`src/rtl/sd_cmd_sequencer.sv`:
```
// sd_cmd_sequencer
//   Command-path sequencer between the Wishbone register file and the serial
//   command PHY. Latches a command on cmd_start_i, presents the 40-bit frame
//   and a one-cycle start strobe to the PHY, supervises the command timeout
//   and unpacks the PHY response into four 32-bit words plus status bits.
//
// Ports
//   wb_clk_i, wb_rst_n_i   clock, async active-low reset
//   software_reset_i       synchronous soft reset (aborts an active command)
//   cmd_start_i            one-cycle start pulse, honoured only when idle
//   argument_i, command_i  command argument / command register
//   timeout_i              timeout in cycles, 0 disables
//   int_rst_i              clears int_status_o
//   cmd_o, start_xfr_o, with_response_o, long_response_o, go_idle_o   to PHY
//   finish_i, crc_ok_i, index_ok_i, response_i                         from PHY
//   response_0_o..response_3_o, int_status_o                           to regs
//   busy_o                 high while a command is in flight
//
// state   | meaning
// --------+---------------------------------------------------------------
// IDLE    | waiting for cmd_start_i
// SETUP   | one cycle: frame, response flags and start strobe registered
// EXECUTE | waiting for finish_i or timeout; counter running
module sd_cmd_sequencer #(
  parameter int CMD_TIMEOUT_W = 24,
  parameter int CMD_REG_SIZE  = 14
) (
  input  logic                     wb_clk_i,
  input  logic                     wb_rst_n_i,
  input  logic                     software_reset_i,
  input  logic                     cmd_start_i,
  input  logic [31:0]              argument_i,
  input  logic [CMD_REG_SIZE-1:0]  command_i,
  input  logic [CMD_TIMEOUT_W-1:0] timeout_i,
  input  logic                     int_rst_i,
  output logic [39:0]              cmd_o,
  output logic                     start_xfr_o,
  output logic                     with_response_o,
  output logic                     long_response_o,
  output logic                     go_idle_o,
  input  logic                     finish_i,
  input  logic                     crc_ok_i,
  input  logic                     index_ok_i,
  input  logic [119:0]             response_i,
  output logic [31:0]              response_0_o,
  output logic [31:0]              response_1_o,
  output logic [31:0]              response_2_o,
  output logic [31:0]              response_3_o,
  output logic [4:0]               int_status_o,
  output logic                     busy_o
);

  typedef enum logic [1:0] {
    IDLE    = 2'd0,
    SETUP   = 2'd1,
    EXECUTE = 2'd2
  } state_t;

  localparam logic [CMD_TIMEOUT_W-1:0] CNT_ONE = 1;

  state_t                   state_q, state_d;
  logic                     latch_cmd, do_setup, do_timeout, do_finish;
  logic [4:0]               status_set;

  logic [31:0]              arg_q;
  logic [5:0]               idx_q;
  logic                     idx_en_q;
  logic                     crc_en_q;
  logic [1:0]               rtype_q;
  logic [CMD_TIMEOUT_W-1:0] count_q;

  // Command register bits with no function in this block.
  logic unused_cmd_bits;
  assign unused_cmd_bits = ^{command_i[7:5], command_i[2]};

  assign busy_o = (state_q != IDLE);

  always_ff @(posedge wb_clk_i or negedge wb_rst_n_i) begin
    if (!wb_rst_n_i)           state_q <= IDLE;
    else if (software_reset_i) state_q <= IDLE;
    else                       state_q <= state_d;
  end

  always_comb begin
    state_d    = state_q;
    latch_cmd  = 1'b0;
    do_setup   = 1'b0;
    do_timeout = 1'b0;
    do_finish  = 1'b0;
    case (state_q)
      IDLE: begin
        if (cmd_start_i) begin
          latch_cmd = 1'b1;
          state_d   = SETUP;
        end
      end
      SETUP: begin
        do_setup = 1'b1;
        state_d  = EXECUTE;
      end
      EXECUTE: begin
        // finish has priority over a timeout landing in the same cycle
        if (finish_i) begin
          do_finish = 1'b1;
          state_d   = IDLE;
        end else if ((timeout_i != '0) && (count_q == timeout_i)) begin
          do_timeout = 1'b1;
          state_d    = IDLE;
        end
      end
      default: state_d = IDLE;
    endcase
  end

  // Status bits: {CIE, CCRCE, CTE, EI, CC}
  always_comb begin
    status_set = 5'b0;
    if (do_finish) begin
      status_set[0] = 1'b1;
      status_set[3] = crc_en_q & ~crc_ok_i;
      status_set[4] = idx_en_q & ~index_ok_i;
      status_set[1] = status_set[3] | status_set[4];
    end else if (do_timeout) begin
      status_set = 5'b00110;
    end
  end

  always_ff @(posedge wb_clk_i or negedge wb_rst_n_i) begin
    if (!wb_rst_n_i) begin
      arg_q           <= '0;
      idx_q           <= '0;
      idx_en_q        <= 1'b0;
      crc_en_q        <= 1'b0;
      rtype_q         <= '0;
      count_q         <= '0;
      cmd_o           <= '0;
      start_xfr_o     <= 1'b0;
      with_response_o <= 1'b0;
      long_response_o <= 1'b0;
      go_idle_o       <= 1'b0;
      response_0_o    <= '0;
      response_1_o    <= '0;
      response_2_o    <= '0;
      response_3_o    <= '0;
      int_status_o    <= '0;
    end else if (software_reset_i) begin
      arg_q           <= '0;
      idx_q           <= '0;
      idx_en_q        <= 1'b0;
      crc_en_q        <= 1'b0;
      rtype_q         <= '0;
      count_q         <= '0;
      cmd_o           <= '0;
      start_xfr_o     <= 1'b0;
      with_response_o <= 1'b0;
      long_response_o <= 1'b0;
      // tell the PHY to abandon whatever it was doing
      go_idle_o       <= (state_q != IDLE);
      response_0_o    <= '0;
      response_1_o    <= '0;
      response_2_o    <= '0;
      response_3_o    <= '0;
      int_status_o    <= '0;
    end else begin
      start_xfr_o <= do_setup;
      go_idle_o   <= do_timeout;

      if (latch_cmd) begin
        arg_q    <= argument_i;
        idx_q    <= command_i[13:8];
        idx_en_q <= command_i[4];
        crc_en_q <= command_i[3];
        rtype_q  <= command_i[1:0];
      end

      if (do_setup) begin
        cmd_o           <= {2'b01, idx_q, arg_q};
        with_response_o <= |rtype_q;
        long_response_o <= (rtype_q == 2'b10);
        count_q         <= '0;
      end else if ((state_q == EXECUTE) && !(&count_q)) begin
        count_q <= count_q + CNT_ONE;
      end

      if (do_finish) begin
        case (rtype_q)
          2'b10: begin
            response_0_o <= response_i[119:88];
            response_1_o <= response_i[87:56];
            response_2_o <= response_i[55:24];
            response_3_o <= {response_i[23:0], 8'h00};
          end
          2'b01, 2'b11: response_0_o <= response_i[119:88];
          default: ;
        endcase
      end

      // new bits survive a coincident clear
      int_status_o <= (int_rst_i ? 5'b0 : int_status_o) | status_set;
    end
  end

endmodule

```
`config.mk`:
```
export PLATFORM = sky130hd
export DESIGN_NAME = sd_cmd_sequencer
export DESIGN_NICKNAME = d
export VERILOG_FILES = /design/src/rtl/sd_cmd_sequencer.sv
export SDC_FILE = /design/constraint.sdc
export NUM_CORES = 1
export LEC_CHECK = 0
export BUFFER_PORTS_ARGS = -buffer_cell sky130_fd_sc_hd__buf_2
export CORE_MARGIN = 3
export CORE_UTILIZATION = 49
export DETAILED_ROUTE_END_ITERATION = 12
export GPL_TIMING_DRIVEN = 0
export PLACE_DENSITY = 0.8
export RECOVER_POWER = 100
export REMOVE_ABC_BUFFERS = 1
export SLEW_MARGIN = 20
export SYNTH_ARGS = -nofsm -noshare
export SYNTH_HDL_FRONTEND = slang
export SYNTH_SLANG_ARGS = --single-unit
```
`constraint.sdc`:
```
create_clock -name wb_clk_i -period 2.18 [get_ports wb_clk_i]
set_input_delay 0.436 -clock wb_clk_i [delete_from_list [all_inputs] [get_ports wb_clk_i]]
set_output_delay 0.436 -clock wb_clk_i [all_outputs]
set_load 0.01 [all_outputs]
```
==> flow_summary.toml <==
[routing]
num_vias = 8644
drc_errors = 0
wirelength_mm = 29.75
drt-pass1-iter-count = 5
drt_iter0_drc = 527
ant_nets = 0
wl_per_cell_um = 18.74
viasPerCell = 5.447

[job]
max_cap_viol_count = 0

[clocking]
htreeDepth = 1
cts_tree = "done"
clockBufferDepth = 3
insertion_delay_ns = 0.52
cts_buffers = 25
clock_sinks = 236
cts-root-buf = "clkbuf_16"
clk_pin_slew_ns = 0.06

[setup_path]
cp-end-kind = "flop"
arrival_ns = 2.54
cp.required_ns = 2.57
startpoint_type = "flop"
path_max_fanout = 10
crit_type = "flop to flop"

[sta]
skew_ns = 0.01238
finalCritPeriodShare_pct = 98.91
slew_headroom_pct = 32.91
rsz0062_at_grt = "false"
period_needed_ns = 2.156
setup_tns_ns = 0
final-setup-viol-count = 0
finalHoldViolations = 0
slew_violations = 0
tightest_slew_ns = 1.006
max_freq_mhz = 463.8

[synth]
synth_seq_cells = 236
ys.flop_type = "dfrtp_1"
yosysSeqAreaShare_pct = 60.17
async_reset_ff_share_pct = 100.0
syn_area_um2 = 9814
synth.most_common_cell = "nand2_1"
synth_edf_count = 0
synth_largest_area_cell = "dfrtp_1"
syn_inst = 962
synth_area_leaders = "dfrtp_1 60%, nand2_1 10%, a22o_1 7.1%, a21oi_1 6.9%, xnor2_1 2.4%"
synth_top_area_share_pct = 60.17
synth.distinct_cells = 46
synth.avg_cell_area_um2 = 10.20
synth.top_cells.by_count = "263 x nand2_1, 236 x dfrtp_1, 136 x a21oi_1"
ys_warn_count = 0

[floorplanning]
design.portCount = 376
core_area_um2 = 19590
placement_rows = 51
dieArea_um2 = 21760
initial_core_util_pct = 50.10
die_h_um = 147.5
die_w_um = 147.5

[global_route]
grt_pass1_vias = 8441
grt_max_degree = 98
antenna_found_initial = 9
grt_pass1_wl_mm = 46.69
gr-usage-all-layers_pct = 26.61
grt_overflow = 0

[cells_and_area]
final_cells = 1587
num-fill-cells = 1682
fin_util_pct = 64.37
final_area_um2 = 12610
area_growth_pct = 28.48
drive_gt1_share_pct = 20.44
nNetsFinal = 1497

[place]
place_area_um2 = 12000
port_buffers = 362
gp_congestion = 0.8921
hpwl_mm = 20.69
dpl.cell_count = 1532

[power]
power.static_leakage_nw = 5.673
vdd_drop_max_mv = 0.5760
power_mw = 9.450
p_per_area_nw_per_um2 = 749.4

[hold_path]
hp-class = "input port to flop"

[run_status]
status = "complete, no violations"
==> critical path, cell delays in order, from the launching register on <==
cell and delay, ns:
dfrtp_1 0.49, ha_1 0.28, and4_1 0.26, and3_2 0.35
and2_1 0.25, nor4_1 0.07, a311o_1 0.33
==> routing by layer <==
metal / global-route usage (%) / share of wire, % / wire (µm) / up-vias
met2: 42.14 / 48 / 14140 / 362
li1: - / - / - / 3986
met1: 36.06 / 41 / 12170 / 4206
met5: 0 / 0.12 / 36 / -
met3: 6.162 / 7.5 / 2230 / 84
met4: 10.30 / 3.9 / 1170 / 6
==> sequential cells by signal (all words and copies together), names as in the netlist <==
| signal | flops |
|---|---|
| with_response_o | 1 |
| response_1_o | 32 |
| start_xfr_o | 1 |
| int_status_o | 5 |
| count_q | 24 |
| idx_q | 6 |
| response_0_o | 32 |
| go_idle_o | 1 |
| response_2_o | 32 |
| state_q | 2 |
| crc_en_q | 1 |
| idx_en_q | 1 |
| response_3_o | 24 |
| rtype_q | 2 |
| arg_q | 32 |
| long_response_o | 1 |
| cmd_o | 39 |
==> metrics by stage <==
step	hold WS [ns]	worst slack [ns]
4_1_cts	0.1177	0.02722
2_1_floorplan	0.1404	-0.8437
3_3_place_gp	0.4514	-3.454
5_1_grt	0.1185	0.001259
6_report	0.1408	0.02383
3_5_place_dp	0.4111	-0.4496
==> final timing paths <==
| path | slack (ns) | depth (start not counted) | startpoint | endpoint |
|---|---|---|---|---|
| worst max-delay path | 0.02 | 6 | count_q[0]$_DFFE_PN0P_ | count_q[0]$_DFFE_PN0P_ |
| worst min-delay path | 0.14 | 2 | argument_i[24] | arg_q[24]$_DFFE_PN0P_ |
| worst max register to register | 0.02 | 6 | count_q[0]$_DFFE_PN0P_ | count_q[0]$_DFFE_PN0P_ |
| worst min register to register | 0.47 | 2 | with_response_o$_DFFE_PN0P_ | with_response_o$_DFFE_PN0P_ |
| max in group asynchronous | 0.34 | 3 | wb_rst_n_i | response_0_o[20]$_DFFE_PN0P_ |
| min in group asynchronous | 0.44 | 2 | wb_rst_n_i | response_2_o[22]$_DFFE_PN0P_ |
==> layout by cell type (no fill, tap or decap), types with 3 or more instances in the layout <==
cell type  synthesis  layout
nand3_1            9       8
a22o_1            80      80
o21ai_0            3       3
xor2_1            11      11
a21oi_1          136     135
nand4_1           12      12
nor2_1            26      23
nor2_4             0       3
diode_2            0       6
and2_1             4       3
nand2b_1           6       6
mux2i_1            3       3
nor3_1             3       3
clkbuf_8           0       6
or3_1              6       6
clkbuf_16          0      25
nand2_1          263     263
and4_1             4       4
nor2b_1            5       4
inv_1              5       5
buf_6              1       3
buf_2             10     191
dfrtp_1          236     235
a211oi_1           4       3
nor4_1            14      12
clkinv_2           0       5
xnor2_1           27      27
conb_1             1       9
buf_16             0       6
clkbuf_1          55     174
==> cell families after synthesis <==
logic type / synth area share, %
adder cells (fa/ha/maj): 0.1275
buffers and inverters: 3.608
other: 0.03821
XOR/XNOR: 3.391
multiplexers: 0.3060
AO/OA/AOI/OAI: 16.05
AND/OR/NAND/NOR: 16.31
flip-flops: 60.17
==> where the power goes <==
part	leakage, nW	internal, mW	switching (mW)
registers	3.27	4.47	0.0602
logic	2.00	0.264	0.388
clock network	0.405	2.55	1.72
==> repair_timing <==
| action | 4_1_cts | 5_1_grt |
|---|---|---|
| endpoints found under the hold margin | 58 | 0 |
| hold buffers | 1 | 0 |
| pin swaps | 1 | 0 |
| setup buffers | 0 | 1 |
| resized for setup | 6 | 5 |
| cloned | 2 | 0 |
| endpoints found under the setup margin | 124 | 89 |
==> layout make-up <==
type / count / area, µm² / share of cell area, %
tap: 265 / 331.6 / 2.629
multi-input combinational: 656 / 3676 / 29.15
timing repair buffer: 374 / 1834 / 14.55
clock buffer: 36 / 726.9 / 5.765
inverter: 5 / 18.77 / 0.1488
sequential: 236 / 5907 / 46.84
antenna: 6 / 15.01 / 0.1191
clock inverter: 9 / 100.1 / 0.7938
No activity file was read; power rests on OpenSTA's default activity.
